File: config.mk
export PLATFORM = sky130hd
export DESIGN_NAME = pipelined_addsub
export DESIGN_NICKNAME = d
export VERILOG_FILES = /design/src/rtl/pipelined_addsub.sv
export SDC_FILE = /design/constraint.sdc
export NUM_CORES = 1
export LEC_CHECK = 0
export CORE_MARGIN = 2
export CORE_UTILIZATION = 60
export CTS_BUF_LIST = sky130_fd_sc_hd__clkbuf_16
export CTS_CLUSTER_DIAMETER = 120
export CTS_CLUSTER_SIZE = 12
export DETAILED_ROUTE_END_ITERATION = 8
export DONT_BUFFER_PORTS = 1
export PLACE_DENSITY = 0.76
export SKIP_CTS_REPAIR_TIMING = 1
export SKIP_LAST_GASP = 1
export SLEW_MARGIN = 20
export SYNTH_ARGS = -nofsm -noshare
export SYNTH_HDL_FRONTEND = slang
export SYNTH_SLANG_ARGS = --single-unit
File: constraint.sdc
create_clock -name clk -period 4.7 [get_ports clk]
set_clock_uncertainty 0.15 [all_clocks]
set_input_delay 1.41 -clock clk [delete_from_list [all_inputs] [get_ports clk]]
set_output_delay 1.41 -clock clk [all_outputs]
set_load 0.01 [all_outputs]
File: src/rtl/pipelined_addsub.sv
// pipelined_addsub
//   Multi-stage ripple adder/subtractor with a valid/ready handshake on both
//   sides. Operands are cut into STAGES slices of WIDTH/STAGES bits. Stage k
//   adds slice k (LSB slice first) using the carry registered by stage k-1.
//   Each stage registers: valid, carry, the finished low sum bits, the
//   operand bits not yet consumed, and the two operand sign bits used for ovf.
//   A stall (result presented but not taken) freezes the whole pipe.
//
// Parameters
//   WIDTH   operand/result width, 4..64
//   STAGES  pipeline depth; WIDTH must be a multiple of STAGES
//
// Ports
//   clk        clock, rising edge
//   rst_n      synchronous active-low reset
//   in_valid   operation presented on a, b, cin, sub
//   in_ready   operation accepted this cycle (depends only on output side)
//   a, b       operands
//   cin        carry-in, add mode only
//   sub        0: a+b+cin   1: a-b
//   out_valid  result presented
//   out_ready  downstream accepts the result
//   sum        result
//   cout       carry out of MSB (subtract: 1 = no borrow)
//   ovf        signed two's-complement overflow
module pipelined_addsub #(
    parameter int WIDTH  = 32,
    parameter int STAGES = 4
) (
    input  logic             clk,
    input  logic             rst_n,
    input  logic             in_valid,
    output logic             in_ready,
    input  logic [WIDTH-1:0] a,
    input  logic [WIDTH-1:0] b,
    input  logic             cin,
    input  logic             sub,
    output logic             out_valid,
    input  logic             out_ready,
    output logic [WIDTH-1:0] sum,
    output logic             cout,
    output logic             ovf
);
    localparam int SLICE = WIDTH / STAGES;

    if (WIDTH < 4 || WIDTH > 64) begin : g_bad_width
        $error("pipelined_addsub: WIDTH must be in 4..64");
    end
    if (STAGES < 1 || STAGES > WIDTH || (WIDTH % STAGES) != 0) begin : g_bad_stages
        $error("pipelined_addsub: WIDTH must be an integer multiple of STAGES");
    end

    logic             stall;
    logic [WIDTH-1:0] b_eff;
    logic             c_eff;

    assign stall    = out_valid && !out_ready;
    assign in_ready = !stall;

    // Subtraction is a + ~b + 1, so the inversion is done once at capture and
    // the forced carry replaces cin.
    assign b_eff = sub ? ~b : b;
    assign c_eff = sub | cin;

    for (genvar k = 0; k < STAGES; k++) begin : g_stage
        localparam int DONE = (k + 1) * SLICE;
        localparam int REM  = WIDTH - DONE;

        logic             vld;
        logic             cy;
        logic             a_msb;
        logic             b_msb;
        logic [DONE-1:0]  res;

        logic             vld_in;
        logic             cy_in;
        logic             a_msb_in;
        logic             b_msb_in;
        logic [SLICE-1:0] x;
        logic [SLICE-1:0] y;
        logic [SLICE:0]   part;
        logic [DONE-1:0]  res_in;

        if (k == 0) begin : g_head
            assign vld_in   = in_valid;
            assign cy_in    = c_eff;
            assign a_msb_in = a[WIDTH-1];
            assign b_msb_in = b_eff[WIDTH-1];
            assign x        = a[SLICE-1:0];
            assign y        = b_eff[SLICE-1:0];
            assign res_in   = part[SLICE-1:0];
        end else begin : g_body
            assign vld_in   = g_stage[k-1].vld;
            assign cy_in    = g_stage[k-1].cy;
            assign a_msb_in = g_stage[k-1].a_msb;
            assign b_msb_in = g_stage[k-1].b_msb;
            assign x        = g_stage[k-1].g_rem.rem_a[SLICE-1:0];
            assign y        = g_stage[k-1].g_rem.rem_b[SLICE-1:0];
            assign res_in   = {part[SLICE-1:0], g_stage[k-1].res};
        end

        assign part = {1'b0, x} + {1'b0, y} + {{SLICE{1'b0}}, cy_in};

        // Data only moves with a valid op, so bubbles leave the last result
        // in place and never propagate undriven input values.
        always_ff @(posedge clk) begin
            if (!rst_n) begin
                vld   <= 1'b0;
                cy    <= 1'b0;
                a_msb <= 1'b0;
                b_msb <= 1'b0;
                res   <= '0;
            end else if (!stall) begin
                vld <= vld_in;
                if (vld_in) begin
                    cy    <= part[SLICE];
                    a_msb <= a_msb_in;
                    b_msb <= b_msb_in;
                    res   <= res_in;
                end
            end
        end

        if (REM > 0) begin : g_rem
            logic [REM-1:0] rem_a;
            logic [REM-1:0] rem_b;
            logic [REM-1:0] rem_a_in;
            logic [REM-1:0] rem_b_in;

            if (k == 0) begin : g_src
                assign rem_a_in = a[WIDTH-1:DONE];
                assign rem_b_in = b_eff[WIDTH-1:DONE];
            end else begin : g_src
                assign rem_a_in = g_stage[k-1].g_rem.rem_a[REM+SLICE-1:SLICE];
                assign rem_b_in = g_stage[k-1].g_rem.rem_b[REM+SLICE-1:SLICE];
            end

            always_ff @(posedge clk) begin
                if (!rst_n) begin
                    rem_a <= '0;
                    rem_b <= '0;
                end else if (!stall && vld_in) begin
                    rem_a <= rem_a_in;
                    rem_b <= rem_b_in;
                end
            end
        end
    end

    assign out_valid = g_stage[STAGES-1].vld;
    assign sum       = g_stage[STAGES-1].res;
    assign cout      = g_stage[STAGES-1].cy;
    assign ovf       = (g_stage[STAGES-1].a_msb == g_stage[STAGES-1].b_msb) &&
                       (sum[WIDTH-1] != g_stage[STAGES-1].a_msb);
endmodule

* After elaboration in Yosys (flattened, before gate mapping)
Cells that the tools add are included.
Word-level totals: flip-flop bits (word level) 192, output and inout bits 36, logic and storage cells 51
Cells by class: $add $sub $neg 8, eq/ne operators 2, mux-type cells 1, bitwise gates (word level) 3, reduce and logical (&&, ||, !) cells 11
Operators with widths (number):
- 8-bit by 8-bit adder with 9-bit output | 4
- 9-bit by 1-bit adder with 9-bit output | 4
- 32-bit 2-to-1 mux | 1
- 32-bit NOT | 1
- 2-bit AND reduction | 4
- 1-bit logical AND | 5
- 1-bit zero test | 2
- 1-bit equality test | 1
- 1-bit inequality test | 1
- 1-bit NOT | 1
- 1-bit bitwise OR | 1

* Logic depth before layout (Yosys ltp)
depth in word-level cells 4, gate-level depth with buffers 10, mapped depth without buffers 8

* Worst setup path after synthesis
No wires, ideal clock.
kind input to register, start in sub, end reg g_stage[0].res[6], setup time 116 ps, data arrival time 3671 ps, slack 763 ps, stages 10, path buffers 2, cells stage by stage buf_2 buf_2 or2_2 fa_1 fa_1 a211oi_2 o21bai_1 a21oi_2 mux2i_1 a31o_2
Between the ends: longest elaborated chain between the ends 3
RTL lines:
- start, declared | RTL line 37 | input logic sub,
- 32-bit 2-to-1 mux | RTL line 62 | assign b_eff = sub ? ~b : b;
- 8-bit by 8-bit adder with 9-bit output | RTL line 102 | assign part = {1'b0, x} + {1'b0, y} + {{SLICE{1'b0}}, cy_in};
- 9-bit by 1-bit adder with 9-bit output * | RTL line 102
- end signal, assigned | RTL line 119 | res <= res_in;
- end, declared | RTL line 73 | logic [DONE-1:0] res;
Every way passes the cells marked *; elsewhere a longest branch is shown, timed or not. A chain may end at the register's enable or synchronous reset.

* Worst setup path in the final report
start in out_ready, end out in_ready
Between the ends: longest elaborated chain between the ends 3
RTL lines:
- start, declared | RTL line 39 | input logic out_ready,
- 1-bit zero test | RTL line 57 | assign stall = out_valid && !out_ready;
- 1-bit logical AND | RTL line 57
- 1-bit zero test
- end, declared | RTL line 33 | output logic in_ready,
Every way passes these cells.

==> impl_metrics.ini <==
[global_routing]
grt_pass1_vias = 5324
grt_pass1_wl_um = 26100
grt_max_degree = 91
grt_overflow = 0
grt_antenna_before_repair = 0
track_usage_pct = 22.5

[detailed_routing]
top_layer_used = met4
wl_met1_um = 8030
drc = 0
wirelength_um = 15700
num_vias = 5984
met3WireLength_um = 942
ant_nets = 0
first_pass_iters = 5
vias_per_cell = 5.42
wl_met2_um = 6500
drtIter0Drc = 331
wl_per_cell_um = 14.2

[logic_synthesis]
synth_top_area_cell = dfxtp_1
synth.top_cell.area_share_pct = 46.6
syn-instance-count = 953
synth_cell_types = 43
synth-edff-count = 0
syn_nets = 1059
syn-cell-area_um2 = 8000
ys_warn_count = 0
yosysSeqAreaShare_pct = 46.6
async_flop_share_pct = 0
synth_area_leaders = dfxtp_1, nand2_1, a21oi_1, ha_1, xnor2_1
avgSynthCellArea_um2 = 8.39
ys.flop_type = dfxtp_1
synth_seq_cells = 186

[cells_and_area]
stdcell_count = 1105
drive_above_1_share_pct = 5.38
area_delta_synth_final_pct = 5.62
final_util_pct = 64.3
fin_nets = 1023
diodes = 0

[sta]
post-route-period-util_pct = 69.1
period_needed_ns = 3.25
whs_ns = 0.301
rsz0062_at_grt = no
final.setup.tns_ns = 0
timing_max_transition_violations_final = 0
worst_pin_slew_ns = 0.969
setup_viol = 0
hold_viol_final = 0
slew_headroom_pct = 35.4
clock.fmax_mhz = 308

[critical_path]
worstPathMaxFanout = 9
critical_path_depth = 2
worst_path_largest_cell_delay_ns = 0.18
r2r_cells = 7
r2r_start = g_stage[0].cy
timing.rr.end = g_stage[1].res[14]
cpLargestDelayFamily = simple AND/OR/NAND/NOR gates
critPathBufInv = 1
crit_end = in_ready
worstPathRequired_ns = 3.14
endpoint_kind = output port
r2r_setup_slack_ns = 2.36
crit_start = out_ready
arrival_ns = 1.69
crit_slowest_cell = nor2b_4
worstPathCellList = nor2b_4 > inv_4
worstSetupStartpointType = input port
crit_type = in2out

[die]
dieWidth_um = 119
start_util_pct = 60.9
die_h_um = 119
core_um2 = 13100
rows = 42
die_area_um2 = 14300
ios = 106

[clocking]
clockBufferDepth = 2
clk_pin_slew_ns = 0.06
cts_root_buffer = clkbuf_16
cts_tree = done
ctsHtreeMaxLevel = 4
clkLatencyLatePin_ns = 0.42
cts_sinks = 186
cts_buffers = 17

[pwr]
fin_total_pwr_uw = 3220
leakagePower_uw = 0.00312
vdd_drop_max_uv = 264
powerDensity_nw_per_um2 = 381

[run]
maxCapViolations = 0

[placement]
portBuffers = 0
dp.cells = 1074
hpwl_um = 10600
globalplace.congestion = 0.862

[outcome]
status = complete, no violations

[worst_hold_path]
holdCritPathClass = reg2reg
per-stage QoR:
step,instance area (um^2),setup slack (ns)
after floorplan,8000,0.763
after global placement,7930,1.07
after detailed placement,7930,1.05
after CTS,8450,1.45
after global routing,8450,1.37
final,8450,1.45
logic make-up after synthesis:
kind of cell,synth area share [%]
simple gates,17.7
compound gates,18.7
flops,46.6
buf+inv,4.79
xor+xnor,4.93
fa+ha+maj,6.38
mux,0.876
power breakdown:
part	switching, uW	leakage [uW]	total (uW)	internal (uW)
logic	165	0.00134	278	112
registers	37.9	0.00152	1670	1640
clock network	560	0.000267	1270	709
total	763	0.00312	3220	2460
cell type report:
cell class | count | area (um^2)
sequential | 186 | 3720
inverter | 5 | 23.8
tap | 176 | 220
clock buffer | 17 | 425
clock inverter | 14 | 92.6
fill | 1201 | 4690
multi-input combinational | 698 | 3890
timing repair buffer | 9 | 67.6
per-layer routing:
layer  vias up  GRT usage [%]
li1       3143              -
met1      2689           34.2
met2       137           31.0
met3        15           5.56
met4         0           7.13
met5         -              0
synth_stat cells (7+ instances only):
library cell  number
nand3_1           10
nor2_1            43
buf_2             28
fa_1               8
clkbuf_1          21
nand2_1          280
ha_1              28
xnor2_1           32
buf_6              9
a21o_1             7
or3_1              8
dfxtp_1          186
a211oi_1          35
xor2_1            13
a21oi_1          150
o21ai_0           26
mux2i_1            7
how the worst min path moves through the flow:
| stage | from | to | slack (ns) | cells after the start |
|---|---|---|---|---|
| 2_1_floorplan | g_stage[0].res[7] | g_stage[1].res[7] | 0.28 | 2 |
| 4_1_cts | g_stage[1].g_rem.rem_b[14] | g_stage[2].g_rem.rem_b[6] | 0.30 | 2 |
| 3_3_place_gp | g_stage[1].g_rem.rem_b[14] | g_stage[2].g_rem.rem_b[6] | 0.29 | 2 |
| 6_report | g_stage[1].g_rem.rem_b[14] | g_stage[2].g_rem.rem_b[6] | 0.30 | 2 |
| 5_1_grt | g_stage[1].res[15] | g_stage[2].res[15] | 0.32 | 2 |
| 3_5_place_dp | g_stage[0].g_rem.rem_a[21] | g_stage[1].g_rem.rem_a[13] | 0.29 | 2 |
sequential cells by signal, summed over array words and instances (netlist names):
signal	count
g_stage.g_rem.rem_b	45
g_stage.b_msb	4
cout	1
out_valid	1
g_stage.g_rem.rem_a	45
sum	32
g_stage.vld	3
g_stage.res	48
g_stage.a_msb	4
g_stage.cy	3
placed cells by master, fill, tap and decap left out, types with 3 or more instances in the layout:
cell / instances
nand2_1: 280
o21a_1: 5
a31o_1: 3
dfxtp_1: 186
o22ai_1: 3
nor2_1: 43
nand3_1: 10
clkinv_2: 3
clkinv_1: 5
o31ai_1: 3
nor3_1: 3
a211o_1: 3
xnor2_1: 32
o21bai_1: 4
a21o_1: 7
a211oi_1: 35
ha_1: 28
buf_4: 9
mux2i_1: 7
o21ai_0: 26
fa_1: 8
xor2_1: 13
or3_1: 8
clkbuf_16: 17
a211oi_2: 5
inv_1: 6
a21oi_1: 150
No activity file was read; power rests on OpenSTA's default activity.
